$ cat src/rtl/alarm_tone_sequencer.sv
`default_nettype none
// ============================================================================
//  Module      : alarm_tone_sequencer
//  Description : Alarm buzzer sequencer with on/off cadence, snooze and lockout.
//  Revision    : 1.0
// ============================================================================
module alarm_tone_sequencer #(
    parameter int TONE_HALF    = 5000,
    parameter int TICK_DIV     = 15_750_000,
    parameter int RING_TICKS   = 120,
    parameter int SNOOZE_TICKS = 600,
    parameter int MAX_SNOOZE   = 3
) (
    input  logic       clk,
    input  logic       reset,
    input  logic       alarm_req,
    input  logic       stop_pulse,
    input  logic       snooze_pulse,
    output logic       buzzer_out,
    output logic       ringing,
    output logic       snoozed,
    output logic [1:0] snooze_cnt
);

    localparam int c_tone_w = (TONE_HALF    > 1) ? $clog2(TONE_HALF)    : 1;
    localparam int c_tick_w = (TICK_DIV     > 1) ? $clog2(TICK_DIV)     : 1;
    localparam int c_ring_w = (RING_TICKS   > 1) ? $clog2(RING_TICKS)   : 1;
    localparam int c_snz_w  = (SNOOZE_TICKS > 1) ? $clog2(SNOOZE_TICKS) : 1;

    localparam logic [c_tone_w-1:0] c_tone_last  = c_tone_w'(TONE_HALF - 1);
    localparam logic [c_tick_w-1:0] c_tick_last  = c_tick_w'(TICK_DIV - 1);
    localparam logic [c_ring_w-1:0] c_ring_last  = c_ring_w'(RING_TICKS - 1);
    localparam logic [c_snz_w-1:0]  c_snz_last   = c_snz_w'(SNOOZE_TICKS - 1);
    localparam logic [1:0]          c_max_snooze = 2'(MAX_SNOOZE);

    typedef enum logic [1:0] {
        ST_IDLE    = 2'd0,
        ST_RING    = 2'd1,
        ST_SNOOZE  = 2'd2,
        ST_LOCKOUT = 2'd3
    } state_t;

    state_t              r_state;
    state_t              w_state_next;
    logic [c_tone_w-1:0] r_tone_cnt;
    logic [c_tick_w-1:0] r_tick_cnt;
    logic [c_ring_w-1:0] r_ring_cnt;
    logic [c_snz_w-1:0]  r_snz_ticks;
    logic                r_tone_q;
    logic                r_phase_on;
    logic [1:0]          r_snooze_cnt;

    logic w_tone_wrap;
    logic w_tick_wrap;
    logic w_ring_done;
    logic w_snz_done;
    logic w_snooze_ok;
    logic w_enter_ring;
    logic w_take_snooze;
    logic w_clear_snooze;
    logic w_stay;

    assign w_tone_wrap = (r_tone_cnt == c_tone_last);
    assign w_tick_wrap = (r_tick_cnt == c_tick_last);
    assign w_ring_done = w_tick_wrap && (r_ring_cnt == c_ring_last);
    assign w_snz_done  = w_tick_wrap && (r_snz_ticks == c_snz_last);
    assign w_snooze_ok = snooze_pulse && (r_snooze_cnt < c_max_snooze);
    assign w_stay      = (w_state_next == r_state);

    always_ff @(posedge clk or posedge reset) begin
        if (reset) begin
            r_state <= ST_IDLE;
        end else begin
            r_state <= w_state_next;
        end
    end

    // Exit priority in RING: stop, window end, timeout, snooze.
    always_comb begin
        w_state_next   = r_state;
        w_enter_ring   = 1'b0;
        w_take_snooze  = 1'b0;
        w_clear_snooze = 1'b0;
        case (r_state)
            ST_IDLE: begin
                if (alarm_req) begin
                    w_state_next = ST_RING;
                    w_enter_ring = 1'b1;
                end
            end
            ST_RING: begin
                if (stop_pulse) begin
                    w_state_next = ST_LOCKOUT;
                end else if (!alarm_req) begin
                    w_state_next   = ST_IDLE;
                    w_clear_snooze = 1'b1;
                end else if (w_ring_done) begin
                    w_state_next = ST_LOCKOUT;
                end else if (w_snooze_ok) begin
                    w_state_next  = ST_SNOOZE;
                    w_take_snooze = 1'b1;
                end
            end
            ST_SNOOZE: begin
                if (stop_pulse) begin
                    w_state_next = ST_LOCKOUT;
                end else if (w_snz_done) begin
                    w_state_next = ST_RING;
                    w_enter_ring = 1'b1;
                end
            end
            ST_LOCKOUT: begin
                if (!alarm_req) begin
                    w_state_next   = ST_IDLE;
                    w_clear_snooze = 1'b1;
                end
            end
            default: begin
                w_state_next = ST_IDLE;
            end
        endcase
    end

    always_ff @(posedge clk or posedge reset) begin
        if (reset) begin
            r_tick_cnt  <= '0;
            r_snz_ticks <= '0;
        end else if (!w_stay) begin
            r_tick_cnt  <= '0;
            r_snz_ticks <= '0;
        end else if (r_state == ST_RING || r_state == ST_SNOOZE) begin
            r_tick_cnt <= w_tick_wrap ? '0 : r_tick_cnt + 1'b1;
            if (r_state == ST_SNOOZE && w_tick_wrap && r_snz_ticks != c_snz_last) begin
                r_snz_ticks <= r_snz_ticks + 1'b1;
            end
        end
    end

    always_ff @(posedge clk or posedge reset) begin
        if (reset) begin
            r_tone_cnt <= '0;
            r_ring_cnt <= '0;
            r_tone_q   <= 1'b0;
            r_phase_on <= 1'b1;
        end else if (w_enter_ring) begin
            r_tone_cnt <= '0;
            r_ring_cnt <= '0;
            r_tone_q   <= 1'b1;
            r_phase_on <= 1'b1;
        end else if (r_state == ST_RING && w_stay) begin
            r_tone_cnt <= w_tone_wrap ? '0 : r_tone_cnt + 1'b1;
            if (w_tone_wrap) begin
                r_tone_q <= ~r_tone_q;
            end
            if (w_tick_wrap) begin
                r_phase_on <= ~r_phase_on;
                if (r_ring_cnt != c_ring_last) begin
                    r_ring_cnt <= r_ring_cnt + 1'b1;
                end
            end
        end
    end

    always_ff @(posedge clk or posedge reset) begin
        if (reset) begin
            r_snooze_cnt <= 2'd0;
        end else if (w_clear_snooze) begin
            r_snooze_cnt <= 2'd0;
        end else if (w_take_snooze) begin
            r_snooze_cnt <= r_snooze_cnt + 2'd1;
        end
    end

    // Buzzer lags the state it reflects by one cycle; status flags track the new state.
    always_ff @(posedge clk or posedge reset) begin
        if (reset) begin
            buzzer_out <= 1'b0;
            ringing    <= 1'b0;
            snoozed    <= 1'b0;
        end else begin
            buzzer_out <= (r_state == ST_RING) && r_phase_on && r_tone_q;
            ringing    <= (w_state_next == ST_RING);
            snoozed    <= (w_state_next == ST_SNOOZE);
        end
    end

    assign snooze_cnt = r_snooze_cnt;

endmodule
`default_nettype wire

$ cat config.mk
export PLATFORM = sky130hd
export DESIGN_NAME = alarm_tone_sequencer
export DESIGN_NICKNAME = d
export VERILOG_FILES = /design/src/rtl/alarm_tone_sequencer.sv
export SDC_FILE = /design/constraint.sdc
export NUM_CORES = 1
export LEC_CHECK = 0
export ABC_CLOCK_PERIOD_IN_PS = 2500
export CAP_MARGIN = 5
export CORE_ASPECT_RATIO = 0.8
export CORE_UTILIZATION = 36
export CTS_BUF_LIST = sky130_fd_sc_hd__clkbuf_8
export CTS_CLUSTER_DIAMETER = 60
export DETAILED_ROUTE_END_ITERATION = 6
export HOLD_SLACK_MARGIN = 0.12
export PLACE_DENSITY = 0.64
export SLEW_MARGIN = 20
export SYNTH_ARGS = -nofsm -noshare
export SYNTH_HDL_FRONTEND = slang
export SYNTH_SLANG_ARGS = --single-unit
$ cat constraint.sdc
create_clock -name clk -period 2.5 [get_ports clk]
set_input_delay 0.625 -clock clk [delete_from_list [all_inputs] [get_ports clk]]
set_output_delay 0.625 -clock clk [all_outputs]
set_load 0.005 [all_outputs]
Word level (Yosys, flattened, before mapping)
Cells that the tools add are included.
{"block": "classes", "addsub": 5, "n_lt_le_gt_ge": 1, "n_eq_ne": 14, "muxes": 42, "bitwise": 2, "n_reduce_logical": 19}
{"cell": "2-to-1 mux 24 bit", "count": 3}
{"cell": "2-to-1 mux 13 bit", "count": 3}
{"cell": "2-to-1 mux 10 bit", "count": 3}
{"cell": "2-to-1 mux 7 bit", "count": 4}
{"cell": "adder 24 x 1 -> 24 bit (second input constant)", "count": 1}
{"cell": "== test 24 bit (second input constant)", "count": 1}
{"cell": "2-to-1 mux 2 bit", "count": 10}
{"cell": "2-to-1 mux 1 bit", "count": 16}
{"cell": "adder 13 x 1 -> 13 bit (second input constant)", "count": 1}
{"cell": "== test 13 bit (second input constant)", "count": 1}
{"cell": "adder 10 x 1 -> 10 bit (second input constant)", "count": 1}
{"cell": "== test 10 bit (second input constant)", "count": 1}
{"cell": "!= test 10 bit (second input constant)", "count": 1}
{"cell": "nonzero test 2 bit", "count": 5}
{"cell": "logical AND 1 bit", "count": 8}
{"cell": "case mux 2 bit (4 select lines)", "count": 1}
{"cell": "adder 7 x 1 -> 7 bit (second input constant)", "count": 1}
{"cell": "== test 7 bit (second input constant)", "count": 1}
{"cell": "!= test 7 bit (second input constant)", "count": 1}
{"cell": "== test 2 bit (second input constant)", "count": 3}
{"cell": "AND reduction 2 bit", "count": 3}
{"cell": "== test 2 x 1 -> 1 bit (second input constant)", "count": 2}
{"cell": "!= test 2 x 1 -> 1 bit (second input constant)", "count": 2}
{"cell": "case mux 1 bit (2 select lines)", "count": 2}
{"cell": "other kinds (7)", "count": 8}
{"block": "word_totals", "regBits": 63, "input_bits": 5, "output_inout_bits": 5, "wordCells": 94}

Logic depth before layout (Yosys ltp)
Gate-level depths: netlist (run 1).
{"block": "depth", "depth_word": 11, "mapped_depth": 12, "depth_no_buf": 9}

Worst setup path after synthesis (run 1)
No wires, ideal clock.
{"block": "synth_path", "kind": "register -> register", "from": "register r_state[1]", "to": "register r_snz_ticks[9]", "setup_time_ns": 0.079, "t_arrival_ns": 2.541, "t_required_ns": 2.421, "setup_slack_ns": -0.121, "stages_incl_launch_ff": 12, "path_buffers": 2, "synth_period_minus_slack_ns": 2.621, "path_cell_list": "dfrtp_1 -> inv_1 -> ha_1 -> clkbuf_1 -> inv_1 -> a31oi_1 -> and4_1 -> clkbuf_1 -> and3_1 -> nand3_1 -> or3_1 -> a21oi_1"}
{"block": "synth_between", "elab_chain_cells": 8, "word_cells_on_any_way": 21, "cone_classes": "eq/ne: 6; mux: 10; reduce/logical: 5"}
{"element": "start: declaration", "line_no": "43", "source": "state_t r_state;"}
{"element": "start signal: assignment", "line_no": "74", "source": "r_state <= w_state_next;"}
{"element": "2-to-1 mux 2 bit", "line_no": "99", "source": "end else if (w_snooze_ok) begin"}
{"element": "2-to-1 mux 2 bit", "line_no": "97", "source": "end else if (w_ring_done) begin"}
{"element": "2-to-1 mux 2 bit", "line_no": "94", "source": "end else if (!alarm_req) begin"}
{"element": "2-to-1 mux 2 bit", "line_no": "92", "source": "if (stop_pulse) begin"}
{"element": "case mux 2 bit (4 select lines)", "line_no": "84", "source": "case (r_state)"}
{"element": "== test 2 bit", "line_no": "68", "source": "assign w_stay = (w_state_next == r_state);"}
{"element": "!= test 2 x 1 -> 1 bit (no line)"}
{"element": "AND reduction 2 bit (no line)"}
{"element": "end signal: assignment", "line_no": "134", "source": "r_snz_ticks <= r_snz_ticks + 1'b1;"}
{"element": "end: declaration", "line_no": "48", "source": "logic [c_snz_w-1:0] r_snz_ticks;"}
Parallel ways exist; a longest one is shown, timed or not.
A chain may end at the register's enable or synchronous reset.

Worst setup path in the final report (run 1)
{"block": "layout_path", "from": "register r_state[1]", "to": "register r_ring_cnt[4]"}
{"block": "layout_between", "elab_chain_cells": 9, "word_cells_on_any_way": 21, "cone_classes": "eq/ne: 4; mux: 11; reduce/logical: 6"}
{"element": "2-to-1 mux 2 bit", "line_no": "99"}
{"element": "2-to-1 mux 2 bit", "line_no": "97"}
{"element": "2-to-1 mux 2 bit", "line_no": "94"}
{"element": "2-to-1 mux 2 bit", "line_no": "92"}
{"element": "case mux 2 bit (4 select lines) (*)", "line_no": "84"}
{"element": "net w_state_next[1]", "line_no": "44", "source": "state_t w_state_next;"}
{"element": "== test 2 bit (*)", "line_no": "68"}
{"element": "logical AND 1 bit (*)", "line_no": "150", "source": "end else if (r_state == ST_RING && w_stay) begin"}
{"element": "nonzero test 2 bit (no line) (*)"}
{"element": "AND reduction 3 bit (no line) (*)"}
{"element": "end signal: assignment", "line_no": "158", "source": "r_ring_cnt <= r_ring_cnt + 1'b1;"}
{"element": "end: declaration", "line_no": "47", "source": "logic [c_ring_w-1:0] r_ring_cnt;"}
The timed path passes the listed nets; every way through them passes the cells marked *.

==> impl_metrics.toml, run 1 <==
[run_status]
status = "finished, violations left"
failed_checks = "negative setup slack"

[final_layout]
instances_no_fill = 646
nets = 515
final_core_util_pct = 49.02
area_growth_pct = 32.41
final_common_cell = "buf_4"
layout_common_cells = "buf_4, dfrtp_1, nor2_1"
drive_gt1_share_pct = 28.46
n_antenna_cell = 0

[timing]
hold_viol_final = 0
max_freq_ghz = 0.3990
rsz0062_at_grt = "yes"
slew_headroom_pct = 70.34
finalCritPeriodShare_pct = 100.3
period_needed_ns = 2.506
setup_violations = 2
postLayoutSetupSlackWorst_ns = -0.006406
worst_pin_slew_ns = 0.4408
finalMaxSlewViolations = 0
fin_skew_ns = 0.01211
tns_ns = -0.009226

[route]
vias = 3622
routed_wl_um = 10240
drt-initial-drc-count = 311
avgViaCountPerCell = 5.607
ant_nets = 0
wl_per_cell_um = 15.85
firstDrtPassIters = 5
drc_errors = 0

[logic_synthesis]
yosys-top-cells-area = "dfrtp_1, nor2_1, nand2_1"
syn-num-nets = 436
ys_seq_area_share_pct = 41.45
async_flop_share_pct = 100.0
yosys.area_share.adder_pct = 2.959
synth_compound_area_share_pct = 16.96
yosysTopAreaCell = "dfrtp_1"
synth_seq_cells = 63
syn_inst = 422
synth_top_flop_cell = "dfrtp_1"
synth_mux_area_share_pct = 1.578
syn_area_um2 = 3806
post-synth-top-area-fraction_pct = 40.76
synth.distinct_cells = 58
synth_top_family_by_area = "simple AND/OR/NAND/NOR gates"
synth_edf_count = 0
ys.warnings.count = 0
synth_xor_area_share_pct = 3.912
synth-simple-area-share_pct = 30.11
synth_area_per_cell_um2 = 9.019

[floorplan]
die_width_um = 117.0
rows = 33
die_area_um2 = 10990
die_h_um = 93.97
start_util_pct = 37.02
core_um2 = 10280
pin_count = 10

[clock_network]
clock_latency_ns = 0.36
cts_made_buffers = 9
cts.sinks = 63
htreeDepth = 3
clock-root-buffer = "clkbuf_8"
tritoncts = "yes"
clockBufferDepth = 2
cts_hold_buf = 0
clkTransAtPathRegs_ns = 0.07

[grt]
grt_pass1_vias = 3321
grt_max_degree = 28
overflow = 0
track_usage_pct = 19.55
antenna_found_initial = 0
grt_pass1_wl_um = 16590

[critical_path]
rrSetupSlack_ns = -0.006
start_kind = "flip-flop"
cp.arrival_ns = 2.79
cp-end-kind = "flip-flop"
critical_path_required_ns = 2.78
critical_path_class = "flip-flop to flip-flop"
crit_fanout = 11

[power]
peakVddDrop_mv = 0.4147
power_leakage_nw = 2.189
power_density_nw_per_um2 = 889.8

[hold_path]
hold_class = "flip-flop to flip-flop"

[placed_design]
place_congestion = 0.8676
dp_hpwl_um = 6915
io_buffers = 9
dp_cells = 624

[run]
max_cap_violations = 0
metal layers:
metal / GRT usage, % / wire length [um]
met2: 29.39 / 4562
met4: 4.430 / 102
met5: 0 / 0
met3: 4.903 / 432
met1: 28.00 / 5144
Yosys cell counts, drive strengths merged (4+ instances only):
cell	count
dfrtp	62
nor2	45
nand2	34
a21oi	25
nand3	23
o21ai	18
and3	17
xor2	13
clkbuf	12
and4	11
nand4	11
and2	10
a211oi	9
a31oi	9
ha	9
inv	9
o31ai	8
nor3	7
buf	6
mux2i	6
nor4	6
or4	6
nand2b	5
nand3b	5
nand4b	5
or3	5
xnor2	4
path summary, 6_finish.rpt:
check,from,end,depth (start not counted)
max reg2reg,r_state[1]$_DFF_PP0_,r_ring_cnt[4]$_DFFE_PP0P_,9
max in group asynchronous,reset,r_state[1]$_DFF_PP0_,3
min in group asynchronous,reset,r_tick_cnt[5]$_DFFE_PP0P_,2
min,r_phase_on$_DFFE_PP1P_,r_phase_on$_DFFE_PP1P_,2
max,r_state[1]$_DFF_PP0_,r_ring_cnt[4]$_DFFE_PP0P_,9
min reg2reg,r_phase_on$_DFFE_PP1P_,r_phase_on$_DFFE_PP1P_,2
where the power goes:
part / total, mW / leakage [nW] / internal, mW / switching, mW
Combinational: 2.42 / 1.22 / 0.997 / 1.42
Sequential: 1.15 / 0.860 / 1.10 / 0.0561
Clock: 0.910 / 0.110 / 0.506 / 0.404
Total: 4.48 / 2.19 / 2.60 / 1.88
metrics by stage:
stage	instance area [um^2]	setup slack, ns	hold slack [ns]	total power, mW
final	5040	-0.006406	0.5294	4.484
after global routing	5040	-0.1155	0.5408	4.742
after CTS	4843	-0.0009313	0.5232	4.217
after detailed placement	4554	-0.4947	0.5122	3.192
after global placement	4554	-0.4363	0.5036	3.153
after floorplan	3810	0.02159	0.4692	2.256
worst max-delay path, cell delays in order, from the launching register on:
cell,delay [ns]
dfrtp_2,0.44
inv_1,0.15
ha_4,0.22
nand2_1,0.10
o211ai_1,0.20
o21bai_2,0.21
o211ai_2,0.13
o22a_4,0.29
or4_1,0.54
a21oi_2,0.14
area by class of cell:
type	count	area, um^2
repair buffers	86	720.7
multi-input cells	332	2331
flip-flops and latches	63	1579
clock buffers	11	151.4
inverters	9	33.78
fillers	948	5241
clock inverters	5	48.80
well taps	140	175.2
state kept, by name (all words and copies together), names as in the netlist:
| signal | count |
|---|---|
| r_ring_cnt | 7 |
| ringing | 1 |
| r_state | 2 |
| r_phase_on | 1 |
| snooze_cnt | 2 |
| r_tick_cnt | 24 |
| r_snz_ticks | 10 |
| buzzer_out | 1 |
| r_tone_q | 1 |
| r_tone_cnt | 13 |
| snoozed | 1 |
cells by family after synthesis:
family | after synthesis
buf+inv | 27
compound gates | 99
simple gates | 201
flops | 63
fa+ha+maj | 9
mux | 6
xor+xnor | 17
what timing repair did:
| action | 4_1_cts | 5_1_grt |
|---|---|---|
| setup endpoints to repair | 31 | 56 |
| buffers inserted | 3 | 2 |
| gates resized for setup | 14 | 46 |
| pin swaps | 4 | 5 |
| gates cloned | 1 | 0 |
Note: power is estimated with default switching activity, not from simulation.
==> run 2: changes to the inputs <==
SLEW_MARGIN = unset   (was 20)
==> results of run 2 <==
The final DEF is identical to that of run 1; final timing and power are the same.
